`config.mk`:
```
export PLATFORM = sky130hd
export DESIGN_NAME = vector_floating_point_result_writeback
export DESIGN_NICKNAME = d
export VERILOG_FILES = /design/src/rtl/dragonfang_floating_point_pkg.sv /design/src/rtl/dragonfang_sync_fifo.sv /design/src/rtl/vector_floating_point_result_writeback.sv
export SDC_FILE = /design/constraint.sdc
export NUM_CORES = 1
export LEC_CHECK = 0
export BUFFER_PORTS_ARGS = -buffer_cell sky130_fd_sc_hd__buf_2
export CAP_MARGIN = 10
export CORE_MARGIN = 2
export CORE_UTILIZATION = 30
export DETAILED_ROUTE_END_ITERATION = 8
export GPL_TIMING_DRIVEN = 0
export PLACE_DENSITY_LB_ADDON = 0.15
export SLEW_MARGIN = 10
export SYNTH_ARGS = -nofsm -noshare
export SYNTH_HDL_FRONTEND = slang
export SYNTH_HIERARCHICAL = 1
export SYNTH_SLANG_ARGS = --single-unit
```
`constraint.sdc`:
```
create_clock -name clock -period 4.3 [get_ports clock]
set_input_delay 0.645 -clock clock [delete_from_list [all_inputs] [get_ports clock]]
set_output_delay 0.645 -clock clock [all_outputs]
set_load 0.03 [all_outputs]
```
`src/rtl/dragonfang_floating_point_pkg.sv`:
```
// Shared types and constants for the vector floating-point datapath.
// Entry layout packs data in the MSBs, then destination index, then exception flags.
package dragonfang_floating_point_pkg;

  localparam int VLEN            = 128;
  localparam int VREG_ADDR_WIDTH = 5;
  localparam int VREG_COUNT      = 32;
  localparam int FFLAGS_WIDTH    = 5;

  // IEEE exception flag bit positions within an fflags vector
  localparam int FFLAG_NV = 4;
  localparam int FFLAG_DZ = 3;
  localparam int FFLAG_OF = 2;
  localparam int FFLAG_UF = 1;
  localparam int FFLAG_NX = 0;

  typedef struct packed {
    logic [VLEN-1:0]            data;
    logic [VREG_ADDR_WIDTH-1:0] address;
    logic [FFLAGS_WIDTH-1:0]    fflags;
  } vfp_writeback_entry_t;

endpackage

```
`src/rtl/dragonfang_sync_fifo.sv`:
```
// In-order synchronous FIFO exposing per-slot valid bits and a tag field of each stored word.
// Head is visible one cycle after push (no bypass); push is refused while full even if popping.
module dragonfang_sync_fifo #(
  parameter int WIDTH     = 8,
  parameter int DEPTH     = 4,
  parameter int TAG_LSB   = 0,
  parameter int TAG_WIDTH = 1
) (
  input  logic                       clock,
  input  logic                       reset,
  input  logic                       push_valid,
  input  logic [WIDTH-1:0]           push_data,
  input  logic                       pop_ready,
  output logic [WIDTH-1:0]           pop_data,
  output logic                       full,
  output logic                       empty,
  output logic [DEPTH-1:0]           slot_valid,
  output logic [DEPTH*TAG_WIDTH-1:0] slot_tag
);

  localparam int PTR_W = $clog2(DEPTH);

  logic [WIDTH-1:0] mem [DEPTH];
  logic [PTR_W-1:0] wr_ptr;
  logic [PTR_W-1:0] rd_ptr;
  logic [PTR_W:0]   count;
  logic             push_fire;
  logic             pop_fire;

  assign full      = (count == (PTR_W+1)'(DEPTH));
  assign empty     = (count == '0);
  assign push_fire = push_valid && !full;
  assign pop_fire  = pop_ready && !empty;
  assign pop_data  = mem[rd_ptr];

  // DEPTH is a power of two, so the pointers wrap by natural overflow
  always_ff @(posedge clock) begin
    if (reset) begin
      wr_ptr <= '0;
      rd_ptr <= '0;
      count  <= '0;
    end else begin
      if (push_fire) wr_ptr <= wr_ptr + 1'b1;
      if (pop_fire)  rd_ptr <= rd_ptr + 1'b1;
      case ({push_fire, pop_fire})
        2'b10:   count <= count + 1'b1;
        2'b01:   count <= count - 1'b1;
        default: count <= count;
      endcase
    end
  end

  always_ff @(posedge clock) begin
    if (push_fire) mem[wr_ptr] <= push_data;
  end

  // A slot is live when its distance from the read pointer is below the occupancy
  always_comb begin
    slot_valid = '0;
    slot_tag   = '0;
    for (int i = 0; i < DEPTH; i++) begin
      slot_valid[i] = ({1'b0, PTR_W'(i) - rd_ptr} < count);
      slot_tag[i*TAG_WIDTH +: TAG_WIDTH] = mem[i][TAG_LSB +: TAG_WIDTH];
    end
  end

endmodule

```
`src/rtl/vector_floating_point_result_writeback.sv`:
```
// Buffers FMA results in order and drains them to the VRF write port; tracks sticky fflags and pending destinations.
// Results reach the head one cycle after push; result_ready depends only on registered occupancy.
module vector_floating_point_result_writeback
  import dragonfang_floating_point_pkg::*;
#(
  parameter int VLEN            = dragonfang_floating_point_pkg::VLEN,
  parameter int DEPTH           = 4,
  parameter int VREG_ADDR_WIDTH = dragonfang_floating_point_pkg::VREG_ADDR_WIDTH,
  parameter int FFLAGS_WIDTH    = dragonfang_floating_point_pkg::FFLAGS_WIDTH
) (
  input  logic                            clock,
  input  logic                            reset,
  input  logic                            result_valid,
  output logic                            result_ready,
  input  logic [VLEN-1:0]                 result_data,
  input  logic [VREG_ADDR_WIDTH-1:0]      result_address,
  input  logic [FFLAGS_WIDTH-1:0]         result_fflags,
  output logic                            vrf_write_enable,
  input  logic                            vrf_write_ready,
  output logic [VREG_ADDR_WIDTH-1:0]      vrf_write_address,
  output logic [VLEN-1:0]                 vrf_write_data,
  output logic [(2**VREG_ADDR_WIDTH)-1:0] pending_mask,
  input  logic                            fflags_clear,
  output logic [FFLAGS_WIDTH-1:0]         fflags_accumulated,
  output logic                            empty
);

  localparam int ENTRY_W = VLEN + VREG_ADDR_WIDTH + FFLAGS_WIDTH;

  vfp_writeback_entry_t             push_entry;
  vfp_writeback_entry_t             head_entry;
  logic                             fifo_full;
  logic                             fifo_empty;
  logic                             pop;
  logic [DEPTH-1:0]                 slot_valid;
  logic [DEPTH*VREG_ADDR_WIDTH-1:0] slot_address;

  assign push_entry = '{data: result_data, address: result_address, fflags: result_fflags};

  dragonfang_sync_fifo #(
    .WIDTH     (ENTRY_W),
    .DEPTH     (DEPTH),
    .TAG_LSB   (FFLAGS_WIDTH),
    .TAG_WIDTH (VREG_ADDR_WIDTH)
  ) u_fifo (
    .clock      (clock),
    .reset      (reset),
    .push_valid (result_valid),
    .push_data  (push_entry),
    .pop_ready  (vrf_write_ready),
    .pop_data   (head_entry),
    .full       (fifo_full),
    .empty      (fifo_empty),
    .slot_valid (slot_valid),
    .slot_tag   (slot_address)
  );

  assign result_ready      = !fifo_full;
  assign vrf_write_enable  = !fifo_empty;
  assign empty             = fifo_empty;
  assign vrf_write_address = head_entry.address;
  assign vrf_write_data    = head_entry.data;
  assign pop               = vrf_write_enable && vrf_write_ready;

  always_comb begin
    pending_mask = '0;
    for (int i = 0; i < DEPTH; i++) begin
      if (slot_valid[i]) pending_mask[slot_address[i*VREG_ADDR_WIDTH +: VREG_ADDR_WIDTH]] = 1'b1;
    end
  end

  // A clear racing a retirement keeps the retiring entry's flags
  always_ff @(posedge clock) begin
    if (reset) begin
      fflags_accumulated <= '0;
    end else if (fflags_clear) begin
      fflags_accumulated <= pop ? head_entry.fflags : '0;
    end else if (pop) begin
      fflags_accumulated <= fflags_accumulated | head_entry.fflags;
    end
  end

endmodule

```
Word-level counts from Yosys, hierarchy flattened
Memories as Yosys holds them, arrays and structs flattened. A register that Yosys moved wholly into a read port is not among the register bits.
Cells that the tools add are included.
Widths: inputs -> output; s select.
- memories kept: 1
- RAM bits: 552
- logic and storage cells: 63
- bits of input ports: 143
- register bits: 12
- ROM bits: 0
- bits in latches: 0
- output and inout bits: 173
- memories (name ; words ; width ; read ports ; clocked after memory_dff ; write ports ; RTL line ; text):
    u_fifo.mem ; 4 ; 138 ; 5 ; 1 ; 1 ; dragonfang_sync_fifo.sv:23 ; logic [WIDTH-1:0] mem [DEPTH];
- add/subtract/negate cells: 8
- shift operators: 0
- multiply operators: 0
- order comparisons: 12
- eq/ne operators: 3
- reductions and logical operators: 11
- divide/modulo/power cells: 0
- bitwise logic cells: 4
- mux-type cells: 20
- operators with widths (cell ; count):
    $mux 32 ; 4
    $or 32x32->32 ; 3
    $lt 5x6->1 const B ; 4
    $demux 1 s5 ; 4
    $ge 5x1->1 const B ; 4
    $mux 5 ; 3
    $lt 2x3->1 ; 4
    $logic_and 1x1->1 ; 6
    $mux 1 ; 6
    $pmux 3 s2 ; 1
    $or 5x5->5 ; 1
    $add 2x1->2 const B ; 2
    $mux 2 ; 2
    $reduce_bool 2->1 ; 2
    $sub 1x2->2 const A ; 2
    $sub 2x2->2 const A ; 2
    $add 3x1->3 const B ; 1
    $eq 3x3->1 const B ; 1
    $logic_not 3->1 ; 1
    $sub 3x1->3 const B ; 1
    $eq 2x1->1 const B ; 1
    $eq 2x2->1 const B ; 1
    $logic_not 1->1 ; 2

Depth between registers and ports, before layout
Gate-level depths: netlist of run 1.
- depth after elaboration: 11
- depth in mapped cells: 10
- gate-level depth less buffers: 9

Cells and area by module
The synthesis of run 1 kept the hierarchy.
- by module, submodules not included (module ; cells an instance ; area each (µm²) ; sequential area each (µm²) ; times used):
    dragonfang_sync_fifo ; 813 ; 20777.4 ; 16756.1 ; 1
    vector_floating_point_result_writeback ; 152 ; 1168.6 ; 100.1 ; 1

Worst setup path after synthesis of run 1
Ideal clock, no wire load.
- path type: input to register
- start point: input port result_valid
- end point: memory u_fifo/mem[2][0] (netlist name), enable pin
- data required time: 3.786 ns
- arrival time: 4.137 ns
- stages on the path: 3
- path buffers: 0
- setup time: 0.514 ns
- setup slack: -0.351 ns
- cells stage by stage: inv_1 > nor2_1 > and2_1
- longest elaborated chain between the ends: 3
- ends and longest elaborated chain (item ; RTL line ; text):
    start: declaration ; vector_floating_point_result_writeback.sv:13 ; input logic result_valid,
    $logic_and 1x1->1 ; dragonfang_sync_fifo.sv:32 ; assign push_fire = push_valid && !full;
    $mux 1 ; dragonfang_sync_fifo.sv:54 ; if (push_fire) mem[wr_ptr] <= push_data;
    $mux 1 (not written as such) ; dragonfang_sync_fifo.sv:54 ;
    end: declaration ; dragonfang_sync_fifo.sv:23 ;
No other way between the ends.

Worst setup path after layout of run 1
- start point: register u_fifo.count[1]
- end point: output port pending_mask[10]
- elaborated cells between the ends (all ways): 11
- those cells by class: 4 x order compare; 4 x mux; 3 x bitwise
- RTL lines (item ; RTL line ; text):
    start: declaration ; dragonfang_sync_fifo.sv:26 ; logic [PTR_W:0] count;
    start signal: assignment ; dragonfang_sync_fifo.sv:46 ; 2'b10: count <= count + 1'b1;
    start signal: assignment ; dragonfang_sync_fifo.sv:47 ; 2'b01: count <= count - 1'b1;
    start signal: assignment ; dragonfang_sync_fifo.sv:48 ; default: count <= count;
    $lt 2x3->1 (*) ; dragonfang_sync_fifo.sv:62 ; slot_valid[i] = ({1'b0, PTR_W'(i) - rd_ptr} < count);
    via slot_valid[1] ; vector_floating_point_result_writeback.sv:35 ; logic [DEPTH-1:0] slot_valid;
    $mux 32 (*) ; vector_floating_point_result_writeback.sv:68 ; if (slot_valid[i]) pending_mask[slot_address[i*VREG_ADDR_WIDTH +: VREG_ADDR_WIDTH]] = 1'b1;
    $or 32x32->32 (no source line) ; n/a ;
    $mux 32 (*) ; vector_floating_point_result_writeback.sv:68 ;
    $or 32x32->32 (no source line) ; n/a ;
    $mux 32 (*) ; vector_floating_point_result_writeback.sv:68 ;
    end: declaration ; vector_floating_point_result_writeback.sv:22 ; output logic [(2**VREG_ADDR_WIDTH)-1:0] pending_mask,
The timed path passes the listed nets; every way through them passes the cells marked *.

==> impl_metrics.ini, run 1 <==
[critical_path]
path_buf_inv = 2
worstPathRequired_ns = 3.65
cp_max_fo = 8
cp-end-kind = output port
worstPathArrival_ns = 3.21
critPathMaxStageDelay_ns = 0.70
cp_top_family = compound AO/OA/AOI/OAI gates
crit_chain = inv_1 > ha_1 > a21oi_1 > o21bai_1 > nor4bb_1 > a22oi_1 > o221ai_1 > buf_2
cp_slowest_cell = nor4bb_1
crit_type = register to output port
worstSetupStartpointType = register

[sta]
max_freq_mhz = 260
worst_pin_slew_ns = 0.849
slew_violations = 0
fin_worst_skew_ns = 0.0356
maxSlewHeadroom_pct = 43.4
setup_viol_count_final = 0
finalHoldViolations = 0
fin_ws_ns = 0.448
fin_hold_ws_ns = 0.241
finalCritPeriodShare_pct = 89.6
period_minus_slack_ns = 3.85
rsz0062_at_grt = false

[synthesis]
synthTopCellsByArea = edfxtp_1 76%, mux4_2 14%, dfxtp_1 1.3%
ys.flop_type = edfxtp_1
synth_common_cells = 552 x edfxtp_1, 138 x mux4_2, 28 x o221ai_1
avgSynthCellArea_um2 = 22.7
syn_inst = 965
synth_edf_count = 552
synth_warnings = 6
synth_cell_types = 43
synth_most_common_cell = edfxtp_1
syn_nets = 1118
synth_top_area_share_pct = 75.5
yosysSeqAreaShare_pct = 76.8
yosysTopAreaCell = edfxtp_1
ys_ff_latch = 566
synth_area_um2 = 21900
synthArstFlopShare_pct = 0

[place]
gp_congestion = 0.826
port_buffers = 315
dp_hpwl_mm = 34.2
dpl_cell_area_um2 = 25000
dp_slack_ns = 1.07

[clock_tree]
cts_tree = yes
cts_sinks = 566
h-tree-depth = 2
ctsHoldBuffers = 0
insertion_delay_ns = 0.62
cts-root-buf = clkbuf_16
post_cts_buffers = 0
cts_resized = 0
clkSlewWorstSetupHoldPaths_ns = 0.06
cts_buffers = 61
cts_buffer_depth = 3

[die]
io_pins = 316
coreArea_um2 = 72700
dieArea_um2 = 75300
die_y_um = 274
row_count = 99
die_w_um = 274
initial_core_util_pct = 30.2

[pwr]
p_leak_nw = 9.02
p_per_area_nw_per_um2 = 618
power.total_w = 0.0166
ir_worst_vdd_uv = 338

[global_route]
grt_use_total_pct = 13.8
grt_pass1_wl_mm = 77.6
grt_overflow = 0
grt_max_degree = 45
first_global_vias = 11800
antenna_found_initial = 15

[route]
drt-initial-drc-count = 732
avgViaCountPerCell = 4.70
wl_per_cell_um = 22.2
drc = 0
wirelength_mm = 52.5
drt_pass1_iterations = 5
num_vias = 11100
postRouteAntennaNets = 0

[job]
drv_cap = 0

[final_layout]
fillers = 6761
drive_above_1_share_pct = 44.2
area_delta_synth_final_pct = 22.7
design_area_um2 = 26900
utilization_pct = 37.0
nets = 1508

[hold_path]
hold_path_class = input pin to register

[outcome]
outcome = complete, no violations
-- layout make-up --
cell class	count	area [µm²]	share of cell area [%]
inverters	12	45.0	0.167
repair buffers	327	1890	7.02
clock inverters	34	249	0.925
flip-flops and latches	566	16900	62.6
plain buffers	60	543	2.02
diodes	3	7.51	0.0279
clock buffers	76	1630	6.04
multi-input cells	327	4510	16.8
well taps	959	1200	4.46
-- layout by cell type, fill, tap and decap left out, types with 8 or more instances in the layout --
cell type,instances
clkinv_2,10
buf_4,21
a21oi_1,13
nand3b_1,10
buf_12,13
a22oi_1,27
dfxtp_1,14
ha_1,9
clkbuf_16,63
buf_2,332
nor2_1,15
edfxtp_1,552
clkinv_1,14
o221ai_1,28
or3_1,8
inv_1,12
clkbuf_1,17
mux4_2,138
buf_16,10
nor2b_1,12
-- report_power, final --
group / leakage, nW / internal [W] / switching, W
clock network: 0.905 / 0.00278 / 0.00210
registers: 5.18 / 0.00658 / 0.000112
logic: 2.93 / 0.00192 / 0.00314
-- metal layers --
layer | global-route usage [%] | vias up | share of wire, %
met5 | 0 | - | 0.21
met4 | 3.52 | 20 | 1.9
met3 | 4.18 | 92 | 6.6
met2 | 23.2 | 300 | 50
met1 | 17.4 | 5789 | 41
li1 | - | 4912 | -
-- sequential cells by signal, summed over array words and instances, names as in the netlist, named ones only --
| signal | cells |
|---|---|
| u_fifo/mem | 552 |
| fflags_accumulated | 5 |
| u_fifo/count | 3 |
| u_fifo/rd_ptr | 2 |
| u_fifo/wr_ptr | 2 |
-- path summary, 6_finish.rpt --
kind	startpoint	endpoint	slack, ns	cells after the start
setup reg to reg	u_fifo/count[0]	u_fifo/mem[1][57]	1.76	6
hold / removal	result_data[20]	u_fifo/mem[3][30]	0.24	1
setup / recovery	u_fifo/count[1]	pending_mask[10]	0.45	8
hold reg to reg	u_fifo/wr_ptr[1]	u_fifo/wr_ptr[1]	0.53	2
-- through the flow --
stage	setup TNS, ns	cells
floorplan	0	965
global placement	-418.04	2239
detailed placement	0	2251
CTS	0	2361
global route	0	2362
finish	0	2364
-- cells by family after synthesis --
kind of cell / count (synthesis) / synth area share (%)
fa+ha+maj: 10 / 0.604
xor+xnor: 4 / 0.160
flops: 566 / 76.8
mux: 139 / 14.2
compound gates: 79 / 2.67
simple gates: 95 / 2.87
buf+inv: 72 / 2.67
No activity file was read; power rests on OpenSTA's default activity.
==> inputs of run 2 (changes only) <==
CORE_UTILIZATION = 40   (was 30)
clock period = 4.8 ns   (was 4.3 ns; I/O delays follow)
==> impl_metrics.ini, run 2 (same netlist as run 1, synthesis figures left out) <==
[sta]
maxSlewHeadroom_pct = 29.0
worst_pin_slew_ns = 1.06
rsz0062_at_grt = false
period_minus_slack_ns = 3.86
setup_viol_count_final = 0
slew_violations = 0
finalCritPeriodShare_pct = 80.4
fin_worst_skew_ns = 0.0243
finalHoldViolations = 0
fin_hold_ws_ns = 0.320
max_freq_mhz = 259

[die]
die_w_um = 238
dieArea_um2 = 56800
die_y_um = 238
row_count = 85
io_pins = 316
initial_core_util_pct = 40.6
coreArea_um2 = 54000

[final_layout]
max_flop_register = u_fifo/mem
final_common_cell = edfxtp_1
layout_common_cells = 552 x edfxtp_1, 332 x buf_2, 138 x mux4_2
nets = 1506
layout_top_registers = u_fifo/mem x552, fflags_accumulated x5, u_fifo/count x3
drive_above_1_share_pct = 44.0
utilization_pct = 49.1
area_delta_synth_final_pct = 20.9
largest_reg_flops = 552
final_cells = 2102

[hold_path]
hold_depth = 1
hold_path_class = input pin to register

[clock_tree]
cts_buffer_depth = 3
insertion_delay_ns = 0.61
clkSlewWorstSetupHoldPaths_ns = 0.06
cts_buffers = 59
cts_tree = yes
ctsHoldBuffers = 0
h-tree-depth = 2
post_cts_buffers = 0
cts_sinks = 566
cts-root-buf = clkbuf_16
cts_resized = 0

[global_route]
grt_max_degree = 49
grt_use_total_pct = 17.1
grt_pass1_wl_mm = 72.3
grt_overflow = 0
antenna_found_initial = 15
first_global_vias = 11500

[place]
gp_congestion = 0.828
post-place-cells = 1988
port_buffers = 315
dp_hpwl_mm = 31.4

[route]
drt_pass1_iterations = 5
num_vias = 10900
wl_per_cell_um = 22.9
drt-initial-drc-count = 652
avgViaCountPerCell = 5.20
drc = 0
postRouteAntennaNets = 0
wirelength_mm = 48.2

[critical_path]
cp_slowest_cell = nor4bb_1
worst-path-stages = 8
worstSetupStartpointType = register
cp_max_fo = 8
worstPathArrival_ns = 3.14
path_buf_inv = 2
cp-end-kind = output port
reg2reg_depth = 9
crit_chain = inv_1 > ha_1 > a21oi_1 > o21bai_1 > nor4bb_1 > a22oi_1 > o221ai_1 > buf_2
cp_top_family = compound AO/OA/AOI/OAI gates
critPathMaxStageDelay_ns = 0.64
crit_type = register to output port
worstPathRequired_ns = 4.08

[job]
drv_cap = 0

[pwr]
ir_worst_vdd_uv = 338
power.total_w = 0.0147
p_leak_nw = 9.00
p_per_area_nw_per_um2 = 554

[outcome]
outcome = complete, no violations
## run 2: changes by cell type in the layout (fill, tap and decap cells not counted), moves of 2 or more
cell	change
clkinv_4	-2
clkbuf_1	+4
clkbuf_16	-3
diode_2	+2
clkinv_2	+4
clkinvlp_4	-3
clkinv_1	-2
## run 2: power breakdown
part / switching [W] / internal [W] / total [W]
clock: 0.00181 / 0.00241 / 0.00422
sequential: 0.000102 / 0.00589 / 0.00600
combinational: 0.00275 / 0.00173 / 0.00448
## run 2: path summary, 6_finish.rpt
path	from	end	slack, ns
setup reg to reg	u_fifo/count[2]	u_fifo/count[2]	2.33
hold / removal	result_data[80]	u_fifo/mem[0][90]	0.32
setup / recovery	u_fifo/count[1]	pending_mask[9]	0.94
hold reg to reg	u_fifo/wr_ptr[1]	u_fifo/wr_ptr[1]	0.54
## run 2: layout make-up
class                           instances  area, µm²
Sequential cell                       566      16900
Multi-Input combinational cell        327       4510
Clock inverter                         32        216
Clock buffer                           77       1580
Fill cell                            4529      27500
Timing Repair Buffer                  327       1900
Tap cell                              696        871
Buffer                                 60        542
Inverter                               12       45.0
Antenna cell                            5       12.5
## run 2: layer usage
layer / vias up / GRT usage, % / routed length (µm)
met5: - / 0 / 86
met4: 16 / 4.98 / 952
met3: 85 / 5.19 / 3470
met2: 291 / 28.0 / 23700
met1: 5618 / 22.2 / 20000
li1: 4912 / - / -
## run 2: through the flow
step | cell area [µm²] | setup slack, ns | setup TNS (ns)
after detailed placement | 24700 | 1.56 | 0
after global placement | 24400 | -3.10 | -1685.03
final | 26500 | 0.940 | 0
after floorplan | 21900 | 0.0738 | 0
after CTS | 26500 | 0.897 | 0
after global routing | 26500 | 0.598 | 0
==> inputs of run 3 (changes only) <==
clock period = 4 ns   (was 4.8 ns; I/O delays follow)
==> impl_metrics.ini, run 3 (same netlist as run 1, synthesis figures left out) <==
[clock_tree]
insertion_delay_ns = 0.59
cts_buffers = 58
cts_sinks = 566
clkSlewWorstSetupHoldPaths_ns = 0.06
cts_buffer_depth = 3
h-tree-depth = 2
cts_tree = yes
cts-root-buf = clkbuf_16

[critical_path]
startpoint = u_fifo/count[1]
cp_max_fo = 8
cp-end-kind = output port
crit_chain = inv_1 > ha_1 > a21oi_1 > o21bai_1 > nor4b_1 > a22oi_1 > o221ai_1 > buf_2
timing.rr.start = u_fifo/count[0]
critPathMaxStageDelay_ns = 0.66
crit_type = register to output port
cp-endpoint = pending_mask[2]
worstPathArrival_ns = 3.22
cp_slowest_cell = nor4b_1
reg2reg_to = u_fifo/mem[0][65]
path_buf_inv = 2
worst-path-stages = 8
worstPathRequired_ns = 3.40
reg2reg_depth = 6
worstSetupStartpointType = register
r2r_slack_ns = 1.51
cp_top_family = compound AO/OA/AOI/OAI gates

[final_layout]
layout_common_cells = 552 x edfxtp_1, 332 x buf_2, 138 x mux4_2
final_common_cell = edfxtp_1
nets = 1505
final_cells = 2096
drive_above_1_share_pct = 43.3
max_flop_register = u_fifo/mem
area_delta_synth_final_pct = 20.6
largest_reg_flops = 552
layout_top_registers = u_fifo/mem x552, fflags_accumulated x5, u_fifo/count x3

[die]
die_w_um = 238
die_y_um = 238
row_count = 85
io_pins = 316
initial_core_util_pct = 40.6
coreArea_um2 = 54000
dieArea_um2 = 56800

[sta]
setup_viol_count_final = 0
slew_violations = 0
fin_hold_ws_ns = 0.223
period_minus_slack_ns = 3.82
worst_pin_slew_ns = 1.03
finalHoldViolations = 0
finalCritPeriodShare_pct = 95.6
maxSlewHeadroom_pct = 31.4
max_freq_mhz = 262
fin_worst_skew_ns = 0.0194
rsz0062_at_grt = false

[global_route]
grt_use_total_pct = 17.1
grt_pass1_wl_mm = 72.2
first_global_vias = 11400
grt_max_degree = 51
grt_overflow = 0
antenna_found_initial = 12

[route]
wirelength_mm = 48.4
postRouteAntennaNets = 0
drt-initial-drc-count = 620
drc = 0
avgViaCountPerCell = 5.27
wl_per_cell_um = 23.1
drt_pass1_iterations = 4
num_vias = 11100

[pwr]
p_per_area_nw_per_um2 = 661
power.total_w = 0.0175
p_leak_nw = 8.95
ir_worst_vdd_uv = 393

[hold_path]
min_from = result_data[15]
hold_path_class = input pin to register

[place]
dp_hpwl_mm = 31.7
port_buffers = 315
gp_congestion = 0.850
post-place-cells = 1988

[job]
drv_cap = 0

[outcome]
outcome = complete, no violations
==> run 3: what timing repair did <==
| item | CTS | global route |
|---|---|---|
| setup endpoints to repair | 0 | 5 |
| gates resized for setup | 0 | 2 |
| hold buffers | 0 | 0 |
| setup buffers | 0 | 0 |
==> run 3: metal layers <==
| metal | track usage [%] | wire, µm | vias up |
|---|---|---|---|
| met5 | 0 | 111 | - |
| met4 | 4.39 | 909 | 20 |
| met3 | 5.88 | 3840 | 85 |
| met2 | 27.4 | 23300 | 296 |
| met1 | 22.3 | 20200 | 5743 |
| li1 | - | - | 4908 |
==> run 3: final cells by class <==
type	count	area, µm²
clock buffer	81	1580
timing repair buffer	327	1880
fill	4501	27600
sequential	566	16900
antenna	3	7.51
multi-input combinational	327	4530
inverter	12	45.0
clock inverter	24	153
buffer	60	542
tap	696	871
==> run 3: power breakdown <==
group	switching, W	total [W]	leakage, nW	internal (W)
logic	0.00330	0.00537	2.93	0.00207
registers	0.000121	0.00719	5.18	0.00707
clock network	0.00209	0.00494	0.840	0.00285
==> run 3: how the worst min path moves through the flow <==
stage,end,cells past startpoint
floorplan,u_fifo/wr_ptr[1],2
global placement,u_fifo/wr_ptr[1],2
detailed placement,u_fifo/wr_ptr[1],2
CTS,u_fifo/mem[2][40],1
global route,u_fifo/mem[3][131],1
finish,u_fifo/mem[2][25],1
==> run 3: per-stage QoR <==
stage	utilization [%]	instance area, µm²	setup TNS, ns	worst slack (ns)
2_1_floorplan	-	22000	0	0.924
3_3_place_gp	45.2	24400	-427.68	-0.817
3_5_place_dp	45.7	24700	0	0.866
4_1_cts	48.9	26400	0	0.215
5_1_grt	49.0	26500	0	0.0328
6_report	49.0	26500	0	0.178
